[src/rtl/rv_burst_source.sv]
// rv_burst_source: ready/valid burst transmitter.
// Accepts one command (base, step, len) and emits len beats forming the arithmetic
// sequence base, base+step, ... on a ready/valid stream, honouring backpressure.
// Ports:
//   clk, reset_n          clock (rising edge), asynchronous active-low reset
//   cmd_valid/cmd_ready   command handshake; cmd_ready is decoded from state only
//   cmd_base/step/len     burst description; len==0 is an empty burst
//   out_valid/out_ready   beat handshake
//   out_data, out_last    beat value and final-beat flag
//   busy                  burst in progress
//   done                  one-cycle pulse when a burst (including empty) completes
module rv_burst_source #(
    parameter int unsigned DATA_WIDTH = 8,
    parameter int unsigned LEN_WIDTH  = 8
) (
    input  logic                  clk,
    input  logic                  reset_n,
    input  logic                  cmd_valid,
    output logic                  cmd_ready,
    input  logic [DATA_WIDTH-1:0] cmd_base,
    input  logic [DATA_WIDTH-1:0] cmd_step,
    input  logic [LEN_WIDTH-1:0]  cmd_len,
    output logic                  out_valid,
    output logic [DATA_WIDTH-1:0] out_data,
    output logic                  out_last,
    input  logic                  out_ready,
    output logic                  busy,
    output logic                  done
);

    typedef enum logic [0:0] {
        IDLE = 1'b0,
        SEND = 1'b1
    } state_t;

    state_t                state;
    state_t                state_nxt;
    logic [DATA_WIDTH-1:0] step_q;
    logic [DATA_WIDTH-1:0] step_nxt;
    logic [DATA_WIDTH-1:0] data_nxt;
    logic [LEN_WIDTH-1:0]  remaining;
    logic [LEN_WIDTH-1:0]  remaining_nxt;
    logic                  valid_nxt;
    logic                  last_nxt;
    logic                  done_nxt;

    // Only output not registered; depends on state alone, so no input-to-output path.
    assign cmd_ready = (state == IDLE);

    // State and output registers.
    always_ff @(posedge clk or negedge reset_n) begin
        if (!reset_n) begin
            state     <= IDLE;
            step_q    <= '0;
            remaining <= '0;
            out_valid <= 1'b0;
            out_data  <= '0;
            out_last  <= 1'b0;
            busy      <= 1'b0;
            done      <= 1'b0;
        end else begin
            state     <= state_nxt;
            step_q    <= step_nxt;
            remaining <= remaining_nxt;
            out_valid <= valid_nxt;
            out_data  <= data_nxt;
            out_last  <= last_nxt;
            busy      <= (state_nxt == SEND);
            done      <= done_nxt;
        end
    end

    // Next-state and next-output decode.
    always_comb begin
        state_nxt     = state;
        step_nxt      = step_q;
        remaining_nxt = remaining;
        valid_nxt     = out_valid;
        data_nxt      = out_data;
        last_nxt      = out_last;
        done_nxt      = 1'b0;

        case (state)
            IDLE: begin
                valid_nxt = 1'b0;
                last_nxt  = 1'b0;
                if (cmd_valid) begin
                    if (cmd_len != '0) begin
                        state_nxt     = SEND;
                        step_nxt      = cmd_step;
                        remaining_nxt = cmd_len;
                        valid_nxt     = 1'b1;
                        data_nxt      = cmd_base;
                        last_nxt      = (cmd_len == LEN_WIDTH'(1));
                    end else begin
                        // Empty burst: acknowledged with a done pulse, no beats.
                        done_nxt = 1'b1;
                    end
                end
            end
            SEND: begin
                valid_nxt = 1'b1;
                if (out_ready) begin
                    if (remaining > LEN_WIDTH'(1)) begin
                        // Addition wraps modulo 2**DATA_WIDTH by truncation.
                        data_nxt      = DATA_WIDTH'(out_data + step_q);
                        remaining_nxt = LEN_WIDTH'(remaining - LEN_WIDTH'(1));
                        last_nxt      = (remaining == LEN_WIDTH'(2));
                    end else begin
                        state_nxt     = IDLE;
                        remaining_nxt = '0;
                        valid_nxt     = 1'b0;
                        last_nxt      = 1'b0;
                        done_nxt      = 1'b1;
                    end
                end
            end
            default: begin
                state_nxt = IDLE;
                valid_nxt = 1'b0;
                last_nxt  = 1'b0;
            end
        endcase
    end

endmodule

[config.mk]
export PLATFORM = sky130hd
export DESIGN_NAME = rv_burst_source
export DESIGN_NICKNAME = d
export VERILOG_FILES = /design/src/rtl/rv_burst_source.sv
export SDC_FILE = /design/constraint.sdc
export NUM_CORES = 1
export LEC_CHECK = 0
export BUFFER_PORTS_ARGS = -buffer_cell sky130_fd_sc_hd__buf_2
export CAP_MARGIN = 10
export CORE_AREA = 2 2 60 62
export DETAILED_ROUTE_END_ITERATION = 10
export DIE_AREA = 0 0 62 64
export PLACE_DENSITY_LB_ADDON = 0.08
export SLEW_MARGIN = 20
export SYNTH_ARGS = -nofsm -noshare
export SYNTH_HDL_FRONTEND = slang
export SYNTH_SLANG_ARGS = --single-unit
[constraint.sdc]
create_clock -name clk -period 4.8 [get_ports clk]
set_input_delay 1.2 -clock clk [delete_from_list [all_inputs] [get_ports clk]]
set_output_delay 1.2 -clock clk [all_outputs]
set_load 0.1 [all_outputs]
Word level (Yosys, flattened, before mapping)
Index checks and enable logic that the tools add are counted.

storage, ports and cells
  register bits after elaboration = 27
  word-level logic and storage cells = 45

cells by class
  $add $sub $neg = 2
  magnitude comparators = 1
  eq/ne operators = 6
  mux-type cells = 25
  bitwise gates (word level) = 1
  reductions and logical operators = 4

operators with widths
  operator               number
  $mux W8                8
  $pmux W8 S2            2
  $mux W1                12
  $add A8 B8 Y8          1
  $eq A8 B1 Y1 const B   1
  $eq A8 B2 Y1 const B   1
  $gt A8 B1 Y1 const B   1
  $reduce_bool A8 Y1     1
  $sub A8 B1 Y8 const B  1
  $pmux W1 S2            3
  $reduce_and A3 Y1      2
  $ne A2 B1 Y1 const B   2
  $ne A2 B2 Y1 const B   2
  $reduce_and A4 Y1      1
  $not A1 Y1             1

Depth between registers and ports, before layout
  depth after elaboration = 4
  mapped depth = 8
  depth with buffers taken out = 8

Worst setup path after synthesis
OpenSTA, ideal clock, no wires.

  path kind = register to output
  start = register state
  end = output port cmd_ready
  arrival = 2.169 ns
  data required time = 3.600 ns
  slack = 1.431 ns
  cell stages (with the launch flop) = 4
  path buffers = 2
  cell sequence = dfrtp_1 > buf_6 > inv_1 > clkbuf_1

on the way
  cells in the longest elaborated chain, start to end = 1

ends and longest elaborated chain
  what                    RTL line  text
  from (decl)             36        state_t state;
  from (signal assigned)  62        state <= state_nxt;
  $not A1 Y1              --
  to (decl)               19        output logic cmd_ready,

No other way between the ends.

Final worst setup path
Ends and elaborated chain as after synthesis.

==> flow_metrics.py <==
metrics = {
    "status": {
        "outcome": "complete, no violations",
    },
    "timing": {
        "finalCritPeriodShare_pct": 68.6,
        "finalSetupViolCount": 0,
        "tightest_slew_ps": 822,
        "finalHoldViolCount": 0,
        "slew_viol_final": 0,
        "clock_skew_ps": 1.88,
        "fin_tns_setup_ps": 0,
        "slew-limit-headroom_pct": 45.2,
        "max_freq_mhz": 304,
        "rsz0062_at_grt": "false",
        "layout_min_cycle_time_ps": 3290,
    },
    "logic_synthesis": {
        "syn_avg_cell_area_um2": 9.65,
        "synth_fa_ha_area_share_pct": 8.36,
        "synth.most_common_cell": "dfrtp_1",
        "synth_top_family_by_area": "compound AO/OA/AOI/OAI gates",
        "synthMuxAreaShare_pct": 6.27,
        "ys_warn_count": 0,
        "yosys.area_share.simple_pct": 14.8,
        "synthTopCellsByArea": "dfrtp_1, ha_1, mux2_2",
        "synth.top_cell.area_share_pct": 38.9,
        "netlist_instances": 180,
        "yosysTopAreaCell": "dfrtp_1",
        "yosysUniqueCellTypes": 47,
        "synthesis.area_um2": 1740,
        "async_flop_share_pct": 100,
        "ys_ff_latch": 27,
        "synth_compound_area_share_pct": 23.1,
        "synth_xor_area_share_pct": 1.01,
        "synth-main-ff-cell": "dfrtp_1",
        "seq_area_frac_synth_pct": 38.9,
        "synth_top_cells_by_count": "dfrtp_1, inv_1, o21ai_0",
        "synth_edf_count": 0,
        "synth_nets": 219,
    },
    "place": {
        "numPlacedInstances": 258,
        "globalplace.congestion": 0.870,
        "dp_hpwl_um": 3000,
        "portBuffers": 40,
    },
    "final_layout": {
        "nFillCells": 303,
        "n_antenna_cell": 0,
        "instances_no_fill": 262,
        "area_delta_synth_final_pct": 13.5,
        "drive_above_1_share_pct": 27.3,
        "ff_latch_area_um2": 676,
        "multi_input_area_um2": 947,
        "layout.nets": 256,
    },
    "clocking": {
        "cts_setup_buffers": 0,
        "clock_latency_ps": 320,
        "cts.repair.resized": 0,
        "postCtsHoldBufs": 0,
        "cts_tree": "built",
        "cts.sinks": 27,
        "htreeDepth": 1,
        "clk_pin_slew_ps": 150,
        "root_buffer": "clkbuf_4",
        "clockBufferDepth": 2,
        "numCtsBuffers": 3,
    },
    "global_routing": {
        "grt_max_degree": 28,
        "overflow": 0,
        "antenna_found_initial": 0,
        "grt_pass1_vias": 1497,
        "track_usage_pct": 21.9,
        "grt_pass1_wl_um": 6640,
    },
    "drt": {
        "drt_first_pass_iters": 4,
        "dr.first_iter.drc_count": 91,
        "post_drt_wl_per_cell_um": 15.0,
        "detail-route-antenna-nets": 0,
        "routed_wirelength_um": 3930,
        "vias": 1491,
        "vias_per_cell": 5.69,
        "route.detailed.drc": 0,
    },
    "worst_setup_path": {
        "cp_num_buf_inv": 2,
        "startpoint_type": "register",
        "cp_slowest_stage_delay_ps": 910,
        "cpLargestDelayFamily": "flip-flops",
        "critPathMaxFanout": 19,
        "endpoint_kind": "output port",
        "cp.arrival_ps": 2090,
        "crit_slowest_cell": "dfrtp_1",
        "crit_required_ps": 3600,
        "critical_path_class": "reg2out",
        "path_cells": "inv_1, buf_2",
    },
    "die": {
        "die_x_um": 62,
        "placementRows": 21,
        "initial_core_util_pct": 52.9,
        "dieArea_um2": 3970,
        "die_h_um": 64,
        "io-pin-count": 41,
        "core_um2": 3280,
    },
    "flow_run": {
        "cap_violations": 0,
    },
    "worst_hold_path": {
        "worstHoldPathType": "reg2reg",
    },
}
[metrics by stage]
| step | instance area [um2] | setup slack (ps) | hold WS (ps) | utilization, % |
|---|---|---|---|---|
| global placement | 1930 | 1700 | 493 | 58.9 |
| CTS | 1960 | 1560 | 530 | 59.7 |
| floorplan | 1740 | 1430 | 467 | - |
| finish | 1970 | 1510 | 531 | 60.0 |
| detailed placement | 1930 | 1620 | 497 | 58.9 |
| global route | 1970 | 1370 | 566 | 60.0 |
[kinds of logic after synthesis]
| family | Yosys count |
|---|---|
| adders and majority gates | 11 |
| xor gates and xnor gates | 2 |
| and+or+nand+nor | 50 |
| AOI/OAI and AO/OA | 55 |
| buffers and inverters | 25 |
| DFF | 27 |
| muxes | 10 |
[path summary, 6_finish.rpt]
| path | from | cells past startpoint | to | slack, ps |
|---|---|---|---|---|
| min in group asynchronous | reset_n | 1 | remaining[1] | 860 |
| min reg2reg | remaining[7] | 1 | remaining[7] | 530 |
| max reg2reg | remaining[4] | 5 | remaining[5] | 2460 |
| min | remaining[7] | 1 | remaining[7] | 530 |
| max | state | 2 | cmd_ready | 1510 |
| max in group asynchronous | reset_n | 1 | out_data[3] | 3550 |
[layout make-up]
| type | count | share of cell area (%) |
|---|---|---|
| clock buffer | 3 | 1.14 |
| sequential | 27 | 34.3 |
| multi-input combinational | 128 | 48.0 |
| inverter | 17 | 3.24 |
| tap | 46 | 2.92 |
| timing repair buffer | 40 | 10.2 |
| clock inverter | 1 | 0.254 |
[cell usage in the layout, fill, tap and decap left out, types with 3 or more instances in the layout]
master / Yosys / final
nor4_1: 3 / 3
nor2_1: 8 / 8
nor2b_1: 3 / 3
a22o_1: 5 / 5
clkbuf_4: 1 / 3
dfrtp_1: 27 / 27
buf_2: 0 / 40
nand2_1: 10 / 10
nand3_1: 8 / 8
nor3_1: 8 / 8
a21oi_1: 8 / 8
inv_1: 17 / 17
ha_1: 10 / 10
nand2b_1: 3 / 3
mux2i_1: 3 / 3
o21ai_0: 12 / 12
mux2_2: 7 / 7
o32ai_1: 3 / 3
[sequential cells by signal, indices dropped and copies added (netlist names)]
signal,flops
done,1
out_data,8
state,1
step_q,8
out_last,1
remaining,8
[layer usage]
metal | global-route usage (%) | vias to the layer above | wire (um)
met1 | 27.1 | 724 | 1670
met2 | 37.9 | 32 | 2070
met4 | 7.18 | 0 | 72
li1 | - | 727 | -
met5 | 0 | - | 0
met3 | 2.83 | 8 | 116
[worst register-to-register path: stages (launching register included)]
cell	delay, ps
dfrtp_1	480
or4_4	590
o41ai_4	580
or2_1	250
o32ai_1	90
a22o_1	270
Power is not shown: default switching activity piles up to over one toggle a cycle in this logic, so the estimate is an artifact.
